File: config.mk
export PLATFORM = sky130hd
export DESIGN_NAME = alu_cmp_seq
export DESIGN_NICKNAME = d
export VERILOG_FILES = /design/src/rtl/alu_cmp_seq.sv
export SDC_FILE = /design/constraint.sdc
export NUM_CORES = 1
export LEC_CHECK = 0
export CELL_PAD_IN_SITES_DETAIL_PLACEMENT = 0
export CELL_PAD_IN_SITES_GLOBAL_PLACEMENT = 1
export CORE_MARGIN = 5
export CORE_UTILIZATION = 41
export DETAILED_ROUTE_END_ITERATION = 12
export HOLD_SLACK_MARGIN = 0.08
export PLACE_DENSITY = 0.83
export SLEW_MARGIN = 30
export SYNTH_ARGS = -nofsm -noshare
export SYNTH_HDL_FRONTEND = slang
export SYNTH_SLANG_ARGS = --single-unit
File: constraint.sdc
create_clock -name clk -period 6.7 [get_ports clk]
set_input_delay 2.01 -clock clk [delete_from_list [all_inputs] [get_ports clk]]
set_output_delay 2.01 -clock clk [all_outputs]
set_load 0.05 [all_outputs]
File: src/rtl/alu_cmp_seq.sv
// alu_cmp_seq -- multi-cycle, slice-serial compare unit for the ALU compare path.
//
// Two WIDTH-bit operands are compared SLICE bits per cycle, starting at the
// most significant slice. The 1-bit outcome is returned zero-extended on S.
//
// Op encoding (matches ALUFun[3:1]):
//   000 NEQ, 001 EQ, 010 LT (signed), 011 LTU (unsigned),
//   110 LEZ, 101 LTZ, 111 GTZ (B is forced to zero for these three),
//   100 reserved (the scan still runs, S = 0).
//
// Handshake: a transfer happens on a rising edge where valid and ready are
// both high. in/out sides are independent; in_ready is high only in IDLE and
// out_valid only in DONE, so at most one operation is in flight.
//
// Ports:
//   clk        clock, rising edge
//   reset      asynchronous, active-low reset
//   in_valid   A/B/op valid        in_ready   unit idle, can accept
//   A, B       operands            op         compare select
//   out_valid  S holds a result    out_ready  consumer takes the result
//   S          {WIDTH-1 zeros, outcome}
//   dbg_state  current FSM state (IDLE=0, RUN=1, DONE=2)
//
// Optional feature: define CMP_EARLY_EXIT_EN to leave RUN on the edge that
// processes the first differing slice instead of always scanning all slices.
module alu_cmp_seq #(
    parameter int WIDTH = 32,
    parameter int SLICE = 8
) (
    input  logic             clk,
    input  logic             reset,
    input  logic             in_valid,
    output logic             in_ready,
    input  logic [WIDTH-1:0] A,
    input  logic [WIDTH-1:0] B,
    input  logic [2:0]       op,
    output logic             out_valid,
    input  logic             out_ready,
    output logic [WIDTH-1:0] S,
    output logic [1:0]       dbg_state
);

    localparam int N  = WIDTH / SLICE;
    localparam int CW = (N > 1) ? $clog2(N) : 1;
    localparam logic [CW-1:0] TOP = CW'(N - 1);

    if ((SLICE < 1) || ((WIDTH % SLICE) != 0)) begin : g_bad_slice
        $error("alu_cmp_seq: WIDTH must be a positive multiple of SLICE");
    end

    localparam logic [2:0] OP_NEQ = 3'b000;
    localparam logic [2:0] OP_EQ  = 3'b001;
    localparam logic [2:0] OP_LT  = 3'b010;
    localparam logic [2:0] OP_LTU = 3'b011;
    localparam logic [2:0] OP_LTZ = 3'b101;
    localparam logic [2:0] OP_LEZ = 3'b110;
    localparam logic [2:0] OP_GTZ = 3'b111;

    typedef enum logic [1:0] {
        ST_IDLE = 2'd0,
        ST_RUN  = 2'd1,
        ST_DONE = 2'd2
    } state_t;

    state_t           state, state_nxt;
    logic [WIDTH-1:0] a_q, b_q;
    logic [2:0]       op_q;
    logic [CW-1:0]    cnt;
    logic             decided, lt;
    logic [WIDTH-1:0] s_q;

    logic [SLICE-1:0] a_sl, b_sl;
    logic             top_slice, last_slice, signed_op;
    logic             slice_ne, slice_lt;
    logic             decided_nxt, lt_nxt, scan_end;
    logic             eq, outcome;
    logic             accept, zero_op;

    assign in_ready  = (state == ST_IDLE);
    assign dbg_state = state;
    assign S         = s_q;
    assign accept    = in_valid && (state == ST_IDLE);
    assign zero_op   = (op == OP_LEZ) || (op == OP_LTZ) || (op == OP_GTZ);

    // Select the slice addressed by the down-counter.
    if (N == 1) begin : g_one_slice
        assign a_sl = a_q;
        assign b_sl = b_q;
    end else begin : g_many_slices
        logic [N-1:0][SLICE-1:0] a_v, b_v;
        assign a_v  = a_q;
        assign b_v  = b_q;
        assign a_sl = a_v[cnt];
        assign b_sl = b_v[cnt];
    end

    assign top_slice  = (cnt == TOP);
    assign last_slice = (cnt == '0);
    assign signed_op  = (op_q == OP_LT) || (op_q == OP_LEZ) ||
                        (op_q == OP_LTZ) || (op_q == OP_GTZ);

    // Only the top slice carries the sign; lower slices are plain magnitudes.
    assign slice_ne = (a_sl != b_sl);
    assign slice_lt = (top_slice && signed_op) ? ($signed(a_sl) < $signed(b_sl))
                                               : (a_sl < b_sl);

    // The first differing slice decides; after that the flags are frozen.
    assign decided_nxt = decided | slice_ne;
    assign lt_nxt      = decided ? lt : slice_lt;

`ifdef CMP_EARLY_EXIT_EN
    assign scan_end = last_slice || (slice_ne && !decided);
`else
    assign scan_end = last_slice;
`endif

    // Outcome from the flags as they stand after the current slice.
    always_comb begin
        eq      = !decided_nxt;
        outcome = 1'b0;
        case (op_q)
            OP_EQ:                 outcome = eq;
            OP_NEQ:                outcome = !eq;
            OP_LT, OP_LTU, OP_LTZ: outcome = lt_nxt;
            OP_LEZ:                outcome = lt_nxt | eq;
            OP_GTZ:                outcome = !lt_nxt & !eq;
            default:               outcome = 1'b0;
        endcase
    end

    always_comb begin
        state_nxt = state;
        case (state)
            ST_IDLE: if (in_valid)  state_nxt = ST_RUN;
            ST_RUN:  if (scan_end)  state_nxt = ST_DONE;
            ST_DONE: if (out_ready) state_nxt = ST_IDLE;
            default:                state_nxt = ST_IDLE;
        endcase
    end

    always_ff @(posedge clk or negedge reset) begin
        if (!reset) begin
            state <= ST_IDLE;
        end else begin
            state <= state_nxt;
        end
    end

    always_ff @(posedge clk or negedge reset) begin
        if (!reset) begin
            a_q       <= '0;
            b_q       <= '0;
            op_q      <= '0;
            cnt       <= '0;
            decided   <= 1'b0;
            lt        <= 1'b0;
            s_q       <= '0;
            out_valid <= 1'b0;
        end else begin
            case (state)
                ST_IDLE: begin
                    if (accept) begin
                        a_q     <= A;
                        b_q     <= zero_op ? '0 : B;
                        op_q    <= op;
                        cnt     <= TOP;
                        decided <= 1'b0;
                        lt      <= 1'b0;
                    end
                end
                ST_RUN: begin
                    decided <= decided_nxt;
                    lt      <= lt_nxt;
                    if (!last_slice) begin
                        cnt <= cnt - CW'(1);
                    end
                    if (scan_end) begin
                        s_q       <= WIDTH'(outcome);
                        out_valid <= 1'b1;
                    end
                end
                ST_DONE: begin
                    if (out_ready) begin
                        s_q       <= '0;
                        out_valid <= 1'b0;
                    end
                end
                default: begin
                    out_valid <= 1'b0;
                end
            endcase
        end
    end

endmodule

== After elaboration in Yosys (flattened, before gate mapping) ==
Cells that the tools add are included.

* Output and inout port bits: 36
* Logic and storage cells: 80
* Input bits: 71
* Register bits: 106

* $lt $le $gt $ge: 3
* Add/subtract/negate cells: 1
* Mux-type cells: 24
* Reductions and logical operators: 21
* Equality and inequality tests: 18
* Bitwise gates (word level): 4

{| class="wikitable"
|+ Operators with widths
! kind !! count
|-
| 2-to-1 mux 32 bit || 3
|-
| one-hot mux 32 bit (2 select lines) || 1
|-
| binary-select mux 8 bit (select 2 bit) || 2
|-
| == test 3 bit, second input constant || 6
|-
| less-than comparator 8 bit || 2
|-
| 2-to-1 mux 8 bit || 2
|-
| AND reduction 3 bit || 4
|-
| 2-to-1 mux 2 bit || 5
|-
| inequality test 2 bit, second input constant || 4
|-
| inequality test 8 bit || 1
|-
| == test 3 x 2 -> 1 bit, second input constant || 2
|-
| one-hot mux 2 bit (3 select lines) || 1
|-
| logical OR 1 bit || 5
|-
| 2-to-1 mux 1 bit || 5
|-
| one-hot mux 1 bit (5 select lines) || 1
|-
| == test 2 bit, second input constant || 2
|-
| zero test 2 bit || 2
|-
| one-hot mux 1 bit (2 select lines) || 2
|-
| one-hot mux 2 bit (2 select lines) || 1
|-
| AND reduction 2 bit || 2
|-
| nonzero test 2 bit || 2
|-
| == test 3 x 1 -> 1 bit, second input constant || 1
|-
| zero test 3 bit || 1
|-
| less-than comparator 2 x 3 -> 1 bit, second input constant || 1
|-
| other kinds (10) || 13
|}

== Longest topological paths before layout ==
Gate-level depths: netlist of the first run.

* Depth in word-level cells: 12
* Gate-level depth with buffers: 9
* Mapped depth without buffers: 8

== Worst setup path before layout of the first run ==
Ideal clock, no wire load.

* Kind: register to output
* Start point: register state[0] (netlist: dbg_state[0])
* End point: output port in_ready
* Path slack: 3.185 ns
* Arrival time: 1.505 ns
* Cell stages (with the launch flop): 3
* Data required time: 4.690 ns
* Path through: dfrtp_1 buf_2 nor2_1

* Longest elaborated chain between the ends: 1

{| class="wikitable"
|+ RTL lines
! what !! RTL line !! text
|-
| start: declaration || 65 || <nowiki>state_t state, state_nxt;</nowiki>
|-
| start signal: assignment || 145 || <nowiki>state <= state_nxt;</nowiki>
|-
| zero test 2 bit || 79 || <nowiki>assign in_ready = (state == ST_IDLE);</nowiki>
|-
| end: declaration || 33 || <nowiki>output logic in_ready,</nowiki>
|}

Every way passes these cells.

== Worst setup path in the final report of the first run ==
Ends and elaborated chain as after synthesis.

==> impl_metrics.yaml, run 1 <==
global_route:
  grt_max_degree: 76
  grt_use_total_pct: 14.45
  grt_pass1_wl_um: 12740
  grt_antenna_before_repair: 0
  first_global_vias: 2631
  globalRouteOverflowTotal: 0
power:
  p_int_mw: 1.435
  ir_drop_mv: 0.2159
  power_density_nw_per_um2: 475.5
  power_switching_mw: 0.8232
  seqPwrFrac_pct: 36.5
  comb_power_share_pct: 46.5
  power_leakage_nw: 2.070
  switching_share_pct: 36.46
  clock_power_share_pct: 17.0
finish:
  final_cell_count_no_fill: 484
  nets: 449
  antenna_cells: 0
  multi_input_area_um2: 1698
  final_cell_mix: "dfrtp_1, clkdlybuf4s50_1, mux2_2, a22o_1, conb_1"
  fillers: 810
  final_common_cell: "dfrtp_1"
  design_area_um2: 4748
  postLayoutCoreUtil_pct: 51.88
  area_growth_pct: 24.30
  ff_latch_area_um2: 1877
  drive_gt1_share_pct: 19.57
logic_synthesis:
  synth_cells: 298
  synth_flop_cell: "dfrtp_1"
  yosysWarnings: 0
  netlist.area_leader.share_pct: 49.13
  syn_area_per_cell_um2: 12.82
  yosys_register_bits: 75
  synth_edf_count: 0
  netlist_area_um2: 3820
  synth_cell_types: 36
  async_flop_share_pct: 100.0
  synth_top_area_cell: "dfrtp_1"
  ys_seq_area_share_pct: 49.13
  synthTopCellsByArea: "dfrtp_1, mux2_2, mux4_2, a22o_1, buf_4"
timing:
  rsz0062_at_grt: "no"
  setup_viol: 0
  period_share_pct: 59.02
  setup_tns_ns: 0
  finalCriticalPeriod_ns: 3.954
  fin_ws_ns: 2.746
  max_freq_ghz: 0.2529
  fin_skew_ns: 0.01020
  slew_headroom_pct: 42.76
  hold_violations: 0
  worstMarginPinSlew_ns: 0.8586
  slew_violations: 0
clock_network:
  cts.sinks: 75
  ctsHoldBuffers: 0
  cts_tree: "built"
  htree_levels: 3
  clk_pin_slew_worst_paths_ns: 0.08
  cts_root_buf: "clkbuf_8"
  clock_latency_ns: 0.34
  cts_resized: 0
  cts_buffers: 9
  post-cts-setup-buffers: 0
  cts_buffer_depth: 2
worst_setup_path:
  max_stage_delay_ns: 0.84
  critPathRequiredTime_ns: 4.69
  arrival_ns: 1.94
  startpoint_type: "register"
  crit_path_top_delay_cell: "clkdlybuf4s50_1"
  crit_type: "register to primary output"
  worst-path-max-fanout: 10
  critPathCaptureType: "primary output"
  path_cells: "nor2_1, clkdlybuf4s50_1"
floorplanning:
  core_area_um2: 9153
  io_pins: 107
  start_util_pct: 41.74
  fp-row-count: 35
  die_area_um2: 11350
  die_h_um: 106.5
  die_x_um: 106.5
drt:
  drt_iter0_drc: 104
  drtPass1Iterations: 4
  avgRoutedWirePerCell_um: 16.31
  drtAntennaViolNets: 0
  post-route-drc-count: 0
  vias: 2499
  wirelength_um: 7894
  vias_per_cell: 5.163
placement:
  hpwlAfterDp_um: 5702
  dpl_cell_area_um2: 4526
  io_buffers: 75
  dp.cells: 468
  gp_congestion: 0.7994
  post-place-ws_ns: 2.637
job:
  max-cap-violations: 0
min_path:
  worst_hold_path_type: "register to register"
run_status:
  status: "finished clean"
==> critical path, delay by kind of cell, from the launching register on <==
kind	cells	cell delay (ns)
DFF	1	0.50
buffers and inverters	1	0.84
and+or+nand+nor	1	0.25
==> synthesized netlist by cell type, drive strengths merged (2+ instances only) <==
cell / instances
nand3: 2
mux2: 36
dfrtp: 75
ha: 10
buf: 44
nand2b: 5
nor2: 10
or3: 2
a211oi: 2
nand2: 8
mux2i: 3
mux4: 16
nor3: 2
nor4: 2
a31oi: 2
a21oi: 4
inv: 13
clkbuf: 4
nor2b: 2
a22o: 32
o21ai: 12
==> flip-flops by register name (all words and copies together), names as in the netlist <==
signal	flops
lt	1
dbg_state	2
out_valid	1
a_q	32
cnt	2
op_q	3
decided	1
S	1
b_q	32
==> final cells by class <==
| cell class | instances | area share, % |
|---|---|---|
| Sequential cell | 75 | 39.53 |
| Multi-Input combinational cell | 192 | 35.76 |
| Timing Repair Buffer | 77 | 16.15 |
| Clock buffer | 12 | 3.057 |
| Tap cell | 111 | 2.925 |
| Clock inverter | 4 | 1.555 |
| Inverter | 13 | 1.028 |
==> cells by family after synthesis <==
| kind of cell | count (synthesis) | synth area share [%] |
|---|---|---|
| and+or+nand+nor | 38 | 5.798 |
| buffers and inverters | 61 | 9.466 |
| adders and majority gates | 10 | 3.275 |
| muxes | 55 | 20.83 |
| other | 1 | 0.09817 |
| AOI/OAI and AO/OA | 58 | 11.40 |
| DFF | 75 | 49.13 |
==> power by group through the flow <==
stage               combinational, mW  sequential [mW]  clock (mW)
finish                           1.05            0.823       0.384
global route                     1.16            0.855       0.411
CTS                              1.07            0.825       0.392
detailed placement               1.06            0.833           0
global placement                 1.03            0.820           0
floorplan                       0.847            0.798           0
==> per-layer routing <==
layer / wire length [um] / global-route usage [%]
met5: 0 / 0
met4: 147 / 6.301
met3: 360 / 2.914
met2: 4006 / 24.21
met1: 3380 / 18.15
==> worst paths after layout <==
path / to / from / cells past startpoint / slack, ns
setup / recovery: in_ready / dbg_state[0]$_DFFE_PN0P_ / 2 / 2.75
hold / removal: a_q[30]$_DFFE_PN0P_ / a_q[30]$_DFFE_PN0P_ / 1 / 0.50
setup reg to reg: S[0]$_DFFE_PN0P_ / cnt[1]$_DFFE_PN0P_ / 7 / 3.71
hold reg to reg: a_q[30]$_DFFE_PN0P_ / a_q[30]$_DFFE_PN0P_ / 1 / 0.50
max in group asynchronous: a_q[4]$_DFFE_PN0P_ / reset / 1 / 4.56
min in group asynchronous: b_q[10]$_DFFE_PN0P_ / reset / 1 / 1.68
==> per-stage QoR <==
| step | total power, mW | hold slack (ns) |
|---|---|---|
| floorplan | 1.646 | 0.4674 |
| global placement | 1.852 | 0.4825 |
| detailed placement | 1.894 | 0.4873 |
| CTS | 2.284 | 0.5074 |
| global route | 2.425 | 0.5220 |
| finish | 2.258 | 0.5016 |
Power figures use the tool's default switching activity.
==> run 2: changes to the inputs <==
- CORE_UTILIZATION: 41 -> 38
- PLACE_DENSITY: 0.83 -> 0.77
- clock period: 6.7 -> 3.65 ns (I/O delays scaled with it)
==> impl_metrics.yaml, run 2 (same netlist as run 1, synthesis figures left out) <==
finish:
  area_growth_pct: 27.02
  drive_gt1_share_pct: 20.27
  final_cell_mix: "dfrtp_1, clkdlybuf4s50_1, mux2_2, a22o_1, conb_1"
  fillers: 880
  design_area_um2: 4852
  largestRegisters: "a_q x32, b_q x32, op_q x3"
  final_common_cell: "dfrtp_1"
  antenna_cells: 0
  nets: 451
power:
  comb_power_share_pct: 44.7
  seqPwrFrac_pct: 36.5
  power_switching_mw: 1.569
  p_int_mw: 2.740
  power_leakage_nw: 2.110
  switching_share_pct: 36.42
  power_density_nw_per_um2: 888.0
  clock_power_share_pct: 18.7
  ir_drop_mv: 0.3487
global_route:
  globalRouteOverflowTotal: 0
  first_global_vias: 2617
  grt_use_total_pct: 14.44
  grt_antenna_before_repair: 0
  grt_pass1_wl_um: 13260
  grt_max_degree: 76
clock_network:
  cts_root_buf: "clkbuf_8"
  htree_levels: 3
  cts_tree: "built"
  cts_resized: 0
  cts.sinks: 75
  clk_pin_slew_worst_paths_ns: 0.08
  post-cts-setup-buffers: 0
  clock_latency_ns: 0.35
  ctsHoldBuffers: 0
  cts_buffer_depth: 2
  cts_buffers: 9
drt:
  drtPass1Iterations: 4
  drtAntennaViolNets: 0
  post-route-drc-count: 0
  vias: 2504
  drt_iter0_drc: 93
  avgRoutedWirePerCell_um: 16.51
  vias_per_cell: 4.929
  wirelength_um: 8388
floorplanning:
  start_util_pct: 39.08
  fp-row-count: 36
  die_h_um: 110.3
  io_pins: 107
  core_area_um2: 9774
  die_area_um2: 12160
  die_x_um: 110.3
min_path:
  worst_hold_path_type: "register to register"
worst_setup_path:
  arrival_ns: 1.95
  critPathCaptureType: "primary output"
  crit_type: "register to primary output"
  startpoint_type: "register"
  worst-path-max-fanout: 10
  critPathRequiredTime_ns: 2.55
job:
  max-cap-violations: 0
placement:
  dpl_cell_area_um2: 4592
  hpwlAfterDp_um: 6391
  io_buffers: 75
  post-place-ws_ns: 0.6891
  gp_congestion: 0.9095
timing:
  hold_violations: 0
  rsz0062_at_grt: "no"
  period_share_pct: 83.46
  worstMarginPinSlew_ns: 0.7819
  finalCriticalPeriod_ns: 3.046
  setup_tns_ns: 0
  max_freq_ghz: 0.3283
  slew_violations: 0
  setup_viol: 0
  fin_ws_ns: 0.6037
  slew_headroom_pct: 47.87
  fin_skew_ns: 0.008749
run_status:
  status: "finished clean"
-- run 2: power by group through the flow --
stage | Clock, mW | Sequential (mW) | Combinational [mW]
floorplan | 0 | 1.47 | 1.56
global placement | 0 | 1.59 | 1.90
detailed placement | 0 | 1.60 | 1.94
CTS | 0.824 | 1.58 | 1.94
global route | 0.854 | 1.63 | 2.14
finish | 0.807 | 1.57 | 1.93
-- run 2: metal layers --
layer | global-route usage, % | share of wire, % | vias to the layer above
met5 | 0 | 0 | -
met3 | 4.659 | 6.8 | 18
met4 | 4.573 | 2.5 | 0
met2 | 24.48 | 52 | 92
li1 | - | - | 1170
met1 | 17.47 | 38 | 1224
-- run 2: worst max-delay path, stage by stage (launching register included) --
cell             delay [ns]
dfrtp_1                0.49
nor2_1                 0.24
clkdlybuf4s50_1        0.88
-- run 2: worst paths after layout --
path	endpoint	depth (start not counted)	start	slack, ns
worst max-delay path	in_ready	2	dbg_state[0]$_DFFE_PN0P_	0.60
min in group asynchronous	b_q[10]$_DFFE_PN0P_	1	reset	0.76
worst max register to register	S[0]$_DFFE_PN0P_	8	cnt[0]$_DFFE_PN0P_	0.73
worst min-delay path	a_q[27]$_DFFE_PN0P_	1	a_q[27]$_DFFE_PN0P_	0.51
worst min register to register	a_q[27]$_DFFE_PN0P_	1	a_q[27]$_DFFE_PN0P_	0.51
max in group asynchronous	op_q[0]$_DFFE_PN0P_	1	reset	2.42
-- run 2: per-stage QoR --
step	hold slack [ns]	total power, mW	utilization (%)	instances
2_1_floorplan	0.4674	3.021	-	328
3_3_place_gp	0.4826	3.481	46.98	492
3_5_place_dp	0.4908	3.531	46.98	492
4_1_cts	0.5085	4.350	49.60	508
5_1_grt	0.5259	4.623	49.64	508
6_report	0.5091	4.309	49.64	508
-- run 2: final cells by class --
type                    instances  area (um2)  share of cell area [%]
flip-flops and latches         75        1877                   38.68
multi-input cells             192        1697                   34.97
repair buffers                 79       807.0                   16.63
well taps                     133       166.4                   3.430
clock buffers                  10       137.6                   2.837
clock inverters                 6       118.9                   2.450
inverters                      13       48.80                   1.006
